===== src/rtl/regwrite_trace_monitor.sv =====
// regwrite_trace_monitor
//   Taps a MIPS register-file write-back port and records every write to a
//   watched register as a timestamped entry {cycle, pc, reg, data}. Entries
//   land in a show-ahead FIFO drained through a valid/ready port. Drops on a
//   full FIFO are counted in a sticky flag and a saturating counter.
//
// Ports
//   clk, rst_n      clock, synchronous active-low reset
//   en, clear, halt arm capture / flush everything / core halted
//   watch_mask      bit i set -> register i is traced ($zero never is)
//   wb_valid, wb_reg, wb_data, pc   write-back tap
//   rd_valid, rd_ready              head-of-FIFO handshake
//   rd_cycle, rd_pc, rd_reg, rd_data head entry (zero while empty)
//   count, full, overflow, ovf_cnt  occupancy and drop accounting
//   state                           0=IDLE 1=RUN 2=HALTED
module regwrite_trace_monitor #(
    parameter int DATA_W = 32,
    parameter int PC_W   = 32,
    parameter int CYC_W  = 32,
    parameter int DEPTH  = 16,
    parameter int OVF_W  = 8
) (
    input  logic                       clk,
    input  logic                       rst_n,
    input  logic                       en,
    input  logic                       clear,
    input  logic                       halt,
    input  logic [31:0]                watch_mask,
    input  logic                       wb_valid,
    input  logic [4:0]                 wb_reg,
    input  logic [DATA_W-1:0]          wb_data,
    input  logic [PC_W-1:0]            pc,
    output logic                       rd_valid,
    input  logic                       rd_ready,
    output logic [CYC_W-1:0]           rd_cycle,
    output logic [PC_W-1:0]            rd_pc,
    output logic [4:0]                 rd_reg,
    output logic [DATA_W-1:0]          rd_data,
    output logic [$clog2(DEPTH+1)-1:0] count,
    output logic                       full,
    output logic                       overflow,
    output logic [OVF_W-1:0]           ovf_cnt,
    output logic [1:0]                 state
);

    localparam int AW = $clog2(DEPTH);
    localparam int CW = $clog2(DEPTH+1);
    localparam logic [AW:0] FULL_CNT = (AW+1)'(DEPTH);

    localparam logic [1:0] ST_IDLE   = 2'd0;
    localparam logic [1:0] ST_RUN    = 2'd1;
    localparam logic [1:0] ST_HALTED = 2'd2;

    logic [1:0]       st;
    logic [CYC_W-1:0] cycle;
    // Pointers carry one extra wrap bit so full and empty are distinguishable.
    logic [AW:0]      wr_ptr, rd_ptr, used;

    logic [CYC_W-1:0]  mem_cycle [DEPTH];
    logic [PC_W-1:0]   mem_pc    [DEPTH];
    logic [4:0]        mem_reg   [DEPTH];
    logic [DATA_W-1:0] mem_data  [DEPTH];

    logic capture, pop, push, drop, flush;

    assign flush   = !rst_n || clear;
    assign used    = wr_ptr - rd_ptr;
    assign count   = CW'(used);
    assign full    = (used == FULL_CNT);
    assign rd_valid = (used != '0);
    assign state   = st;

    assign capture = (st == ST_RUN) && wb_valid && (wb_reg != 5'd0) && watch_mask[wb_reg];
    assign pop     = rd_valid && rd_ready;
    // A pop on the same edge frees the slot, so a full FIFO still accepts.
    assign push    = capture && (!full || pop);
    assign drop    = capture && full && !pop;

    always_ff @(posedge clk) begin
        if (flush) begin
            st       <= ST_IDLE;
            cycle    <= '0;
            wr_ptr   <= '0;
            rd_ptr   <= '0;
            overflow <= 1'b0;
            ovf_cnt  <= '0;
        end else begin
            if (push) wr_ptr <= wr_ptr + 1'b1;
            if (pop)  rd_ptr <= rd_ptr + 1'b1;
            if (drop) begin
                overflow <= 1'b1;
                if (ovf_cnt != '1) ovf_cnt <= ovf_cnt + 1'b1;
            end
            // Counter value before this increment is the capture timestamp.
            if (st == ST_RUN) cycle <= cycle + 1'b1;
            case (st)
                ST_IDLE:   if (en) st <= ST_RUN;
                // halt wins over en dropping in the same cycle
                ST_RUN:    if (halt) st <= ST_HALTED;
                           else if (!en) st <= ST_IDLE;
                ST_HALTED: st <= ST_HALTED;
                default:   st <= ST_IDLE;
            endcase
        end
    end

    // Storage needs no reset: pointers alone define what is valid.
    always_ff @(posedge clk) begin
        if (!flush && push) begin
            mem_cycle[wr_ptr[AW-1:0]] <= cycle;
            mem_pc[wr_ptr[AW-1:0]]    <= pc;
            mem_reg[wr_ptr[AW-1:0]]   <= wb_reg;
            mem_data[wr_ptr[AW-1:0]]  <= wb_data;
        end
    end

    always_comb begin
        rd_cycle = '0;
        rd_pc    = '0;
        rd_reg   = '0;
        rd_data  = '0;
        if (rd_valid) begin
            rd_cycle = mem_cycle[rd_ptr[AW-1:0]];
            rd_pc    = mem_pc[rd_ptr[AW-1:0]];
            rd_reg   = mem_reg[rd_ptr[AW-1:0]];
            rd_data  = mem_data[rd_ptr[AW-1:0]];
        end
    end

endmodule


===== config.mk =====
export PLATFORM = sky130hd
export DESIGN_NAME = regwrite_trace_monitor
export DESIGN_NICKNAME = d
export VERILOG_FILES = /design/src/rtl/regwrite_trace_monitor.sv
export SDC_FILE = /design/constraint.sdc
export NUM_CORES = 2
export LEC_CHECK = 0
export CORE_ASPECT_RATIO = 1.75
export CORE_MARGIN = 5
export CORE_UTILIZATION = 47
export CTS_BUF_LIST = sky130_fd_sc_hd__clkbuf_16
export DETAILED_ROUTE_END_ITERATION = 12
export GPL_TIMING_DRIVEN = 0
export PLACE_DENSITY = 0.75
export SYNTH_ARGS = -nofsm -noshare
export SYNTH_HDL_FRONTEND = slang
export SYNTH_SLANG_ARGS = --single-unit

===== constraint.sdc =====
create_clock -name clk -period 16.5 [get_ports clk]
set_input_delay 3.3 -clock clk [delete_from_list [all_inputs] [get_ports clk]]
set_output_delay 3.3 -clock clk [all_outputs]
set_load 0.005 [all_outputs]

# Word-level counts from Yosys, hierarchy flattened
# Memory sizes are Yosys's and may differ from the RTL's. A register that Yosys moved wholly into a read port is not among the register bits.
# Index checks and enable logic that the tools add are counted.
[word_totals]
inputBits = 108
memories = 4
output_inout_bits = 119
ramBits = 1616
word_cells = 61
register_bits = 53
[mem_list]
columns = ["memory", "depth", "word_bits", "read_ports", "rd_ports_with_merged_regs", "wr", "line", "text"]
rows = [
  ["mem_cycle", 16, 32, 1, 1, 1, "59", "logic [CYC_W-1:0] mem_cycle [DEPTH];"],
  ["mem_data", 16, 32, 1, 1, 1, "62", "logic [DATA_W-1:0] mem_data [DEPTH];"],
  ["mem_pc", 16, 32, 1, 1, 1, "60", "logic [PC_W-1:0] mem_pc [DEPTH];"],
  ["mem_reg", 16, 5, 1, 1, 1, "61", "logic [4:0] mem_reg [DEPTH];"],
]
[classes]
muxes = 20
reduce_logical = 19
eq_ne = 6
n_addsub = 5
magnitude_cmp = 1
[op_table]
columns = ["operator", "n"]
rows = [
  ["two-way mux 32 bit", 3],
  ["adder 32 x 1 -> 32 bit, second input constant", 1],
  ["two-way mux 4 bit", 8],
  ["adder 5 x 1 -> 5 bit, second input constant", 2],
  ["nonzero test 5 bit", 2],
  ["adder 8 x 1 -> 8 bit, second input constant", 1],
  ["logical AND 1 bit", 8],
  ["!= test 8 bit, second input constant", 1],
  ["less-than comparator 5 x 6 -> 1 bit, second input constant", 1],
  ["two-way mux 2 bit", 3],
  ["case mux 2 bit (3 select lines)", 1],
  ["binary-select mux 1 bit (select 5 bit)", 1],
  ["equality test 5 bit, second input constant", 1],
  ["two-way mux 5 bit", 1],
  ["subtractor 5 bit", 1],
  ["zero test 1 bit", 4],
  ["AND reduction 2 bit", 2],
  ["two-way mux 1 bit", 3],
  ["!= test 3 bit, second input constant", 1],
  ["equality test 2 x 1 -> 1 bit, second input constant", 1],
  ["equality test 2 bit, second input constant", 1],
  ["zero test 2 bit", 1],
  ["logical OR 1 bit", 2],
  ["!= test 2 bit, second input constant", 1],
]

# Longest topological paths before layout
[depth]
ltp_word = 8
mapped_depth = 13
ltp_nobuf = 12

# Least setup slack after synthesis
# OpenSTA, ideal clock, no wires.
[synth_timing]
path_kind = "in2reg"
startpoint = "input port wb_reg[2]"
endpoint = "memory mem_cycle[10][0], enable pin"
setup_slack_ps = 3689
t_arrival_ps = 12105
stages = 8
required_ps = 15795
setup_time_ps = 705
path_buffers = 2
cell_sequence = "clkbuf_2 -> mux4_2 -> and2_1 -> a211oi_1 -> o41ai_1 -> buf_2 -> nand4_1 -> nor3b_1"
[synth_via]
elab_chain_cells = 7
word_cells_on_any_way = 9
cone_classes = "mux: 4; reduce/logical: 5"
[synth_rtl]
columns = ["item", "line", "text"]
rows = [
  ["start, declared", "30", "input logic [4:0] wb_reg,"],
  ["binary-select mux 1 bit (select 5 bit) or nonzero test 5 bit (tied branches)", "73", "assign capture = (st == ST_RUN) && wb_valid && (wb_reg != 5'd0) && watch_mask[wb_reg];"],
  ["two-way mux 1 bit (implied by the code) or logical AND 1 bit (tied branches)", "73", ""],
  ["logical AND 1 bit *", "73", ""],
  ["logical AND 1 bit *", "76", "assign push = capture && (!full || pop);"],
  ["logical AND 1 bit *", "109", "if (!flush && push) begin"],
  ["two-way mux 1 bit *", "109", ""],
  ["two-way mux 1 bit (implied by the code) *", "110", "mem_cycle[wr_ptr[AW-1:0]] <= cycle;"],
  ["end, declared", "59", ""],
]
# Mark *: on every way between the ends. The rest lies on a longest branch, timed or not. The select of a mux whose other input is x is not followed.

# Worst setup path in the final report
[layout_timing]
startpoint = "register wr_ptr[0]"
endpoint = "output port rd_cycle[0]"
[layout_via]
elab_chain_cells = 3
[layout_rtl]
columns = ["item", "line", "text"]
rows = [
  ["start, declared", "57", "logic [AW:0] wr_ptr, rd_ptr, used;"],
  ["start signal, assigned", "88", "if (push) wr_ptr <= wr_ptr + 1'b1;"],
  ["subtractor 5 bit", "67", "assign used = wr_ptr - rd_ptr;"],
  ["nonzero test 5 bit", "70", "assign rd_valid = (used != '0);"],
  ["two-way mux 32 bit", "122", "if (rd_valid) begin"],
  ["end, declared", "35", "output logic [CYC_W-1:0] rd_cycle,"],
]
# Every way passes these cells.

==> reports/results.ini <==
[finish]
fin_nets = 3283
stdcell_count = 5097
drive_gt1_share_pct = 25.3
syn_to_final_growth_pct = 16.6
stdcell_area_um2 = 74900
final_core_util_pct = 55.1

[die]
rows = 179
initial_utilization_pct = 47.2
core_um2 = 136000
dieHeight_um = 499
pin_count = 227
dieWidth_um = 289
die_area_um2 = 144000

[synthesis]
ys_seq_elements = 1673
synth_edf_count = 1616
ys_types = 49
synthTopCellsByArea = edfxtp_1 76%, mux4_2 18%, dfxtp_1 1.8%, and2_1 1.0%, clkbuf_1 0.46%
yosys.area.top_type_share_pct = 75.5
synth-main-ff-cell = edfxtp_1
avgSynthCellArea_um2 = 23.6
seq_area_frac_synth_pct = 77.3
yosys_warnings = 0
synthesis.area_um2 = 64200
ys_async_sr_fraction_pct = 0
synth_nets = 2842
synth_area_leader_cell = edfxtp_1
synthCells = 2722

[detailed_routing]
drcViolationCount = 0
routed_wl_mm = 157
dr.first_iter.drc_count = 3616
dr.pass1.iters = 5
wire_per_inst_um = 30.8
via_per_inst = 6.08
ant_nets = 0
num_vias = 31000

[worst_setup_path]
setup.worst_path.class = reg -> out
crit_chain = inv_1 -> ha_1 -> inv_1 -> fa_1 -> xor2_1 -> nor3_2 -> o211ai_1 -> a21oi_1 -> inv_1 -> clkbuf_1 -> clkbuf_1 -> and2_1 -> clkdlybuf4s50_1
worstPathRequired_ns = 13.20
worstPathMaxFanout = 10
slowest_stage = clkbuf_1
crit_path_max_incr_delay_ns = 1.12
endpoint_kind = output port
cp-start-kind = register
arrival_ns = 5.76
crit_buf_inv = 6
crit_path_frequent_cell = inv_1
cpLargestDelayFamily = buffers and inverters

[sta]
maxSlewViolCount = 0
finalHoldViolCount = 0
grt_setup_unrepaired = false
fmax_ghz = 0.110
setup_violations = 0
fin_ws_ns = 7.44
period_needed_ns = 9.06
tightest_slew_ns = 1.46
slew_headroom_pct = 2.93
timing.final.crit_share_pct = 54.9
skew_ns = 0.0278
tns_ns = 0
holdWs_ns = 0.482

[placement]
gp_congestion = 0.767
hpwlAfterDp_mm = 93.2
placed_area_um2 = 70100
placed_cells = 4828
port_buffers = 226
pre_cts_slack_ns = 8.18

[flow_run]
cap_viol_max_count = 0

[clock_tree]
clkTransAtPathRegs_ns = 0.07
cts_setup_buffers = 0
cts_sinks = 1673
clock_latency_ns = 0.77
clockBufferDepth = 3
holdBufCountCts = 0
root_buffer = clkbuf_16
tritoncts = done
htree_num_levels = 4
numCtsBuffers = 143
cts_resized = 0

[power]
vdd_drop_max_v = 0.0000999
p_leak_nw = 23.1
power_density_nw_per_um2 = 111
total_power_mw = 8.31

[grt]
grt_pass1_vias = 32500
antenna_found_initial = 26
grt_max_degree = 45
grt_usage_pct = 21.8
grt_overflow = 0
grt_pass1_wl_mm = 226

[outcome]
status = complete, no violations

[worst_hold_path]
hold_path_class = reg -> reg

==> cell families after synthesis <==
family	synth area share [%]
flip-flops	77.3
buffers and inverters	0.991
multiplexers	18.1
XOR/XNOR	0.423
AO/OA/AOI/OAI	0.510
adder cells (fa/ha/maj)	0.245
AND/OR/NAND/NOR	2.38
==> routing by layer <==
layer	track usage (%)	wire length, um	up-vias
met3	4.86	14500	281
met5	0	167	-
met2	37.1	81600	1706
li1	-	-	12500
met1	28.5	56400	16500
met4	5.91	4200	26
==> synthesized netlist by cell type, types with 12 or more instances <==
library cell  number
a21oi_1           16
and2_1           104
and3_1            19
buf_1             47
buf_2             13
clkbuf_1          79
dfxtp_1           57
edfxtp_1        1616
inv_1             19
mux4_2           511
nand2_1           25
nand3_1           18
nor2_1            43
nor3_1            12
xnor2_1           19
xor2_1            12
==> layout by cell type, fill, tap and decap left out, types with 8 or more instances in the layout <==
| cell | netlist | layout |
|---|---|---|
| buf_16 | 0 | 26 |
| clkdlybuf4s50_1 | 0 | 226 |
| mux2i_1 | 11 | 11 |
| edfxtp_1 | 1616 | 1616 |
| clkinv_1 | 0 | 27 |
| ha_1 | 11 | 11 |
| diode_2 | 0 | 9 |
| buf_1 | 47 | 47 |
| dfxtp_1 | 57 | 57 |
| clkbuf_16 | 0 | 146 |
| a21oi_1 | 16 | 16 |
| clkinv_2 | 0 | 18 |
| and3_1 | 19 | 12 |
| inv_6 | 0 | 11 |
| nand2_1 | 25 | 25 |
| bufinv_16 | 0 | 21 |
| nand4_1 | 10 | 10 |
| buf_6 | 2 | 36 |
| inv_1 | 19 | 43 |
| and2_1 | 104 | 104 |
| xnor2_1 | 19 | 19 |
| nor3_1 | 12 | 11 |
| buf_2 | 13 | 13 |
| nand3_1 | 18 | 18 |
| o21ai_0 | 8 | 8 |
| xor2_1 | 12 | 12 |
| mux4_2 | 511 | 511 |
| clkbuf_1 | 79 | 79 |
| nor2_1 | 43 | 43 |
==> report_power, final <==
group | leakage [nW] | switching (mW) | internal, mW
combinational | 5.13 | 0.112 | 0.0948
clock | 2.44 | 1.52 | 1.95
sequential | 15.6 | 0.00106 | 4.63
==> layout make-up <==
cell class	instances	area, um^2
multi-input combinational	888	14000
antenna	9	22.5
clock buffer	146	3650
buffer	142	566
fill	9793	61100
timing repair buffer	296	3490
clock inverter	114	1160
inverter	19	71.3
sequential	1673	49700
tap	1810	2260
==> tightest hold or removal path: cells and delay by family (launching register included) <==
kind             cells  cell delay [ns]
multiplexers         1             0.05
AND/OR/NAND/NOR      1             0.06
flip-flops           1             0.32
==> worst paths after layout <==
path	start	to	slack, ns	cells after the start
setup / recovery	wr_ptr[0]	rd_cycle[0]	7.44	13
hold / removal	wr_ptr[4]	wr_ptr[4]	0.48	2
setup reg to reg	state[0]	mem_pc[2][12]	11.96	11
hold reg to reg	wr_ptr[4]	wr_ptr[4]	0.48	2
Note: power is estimated with default switching activity, not from simulation.
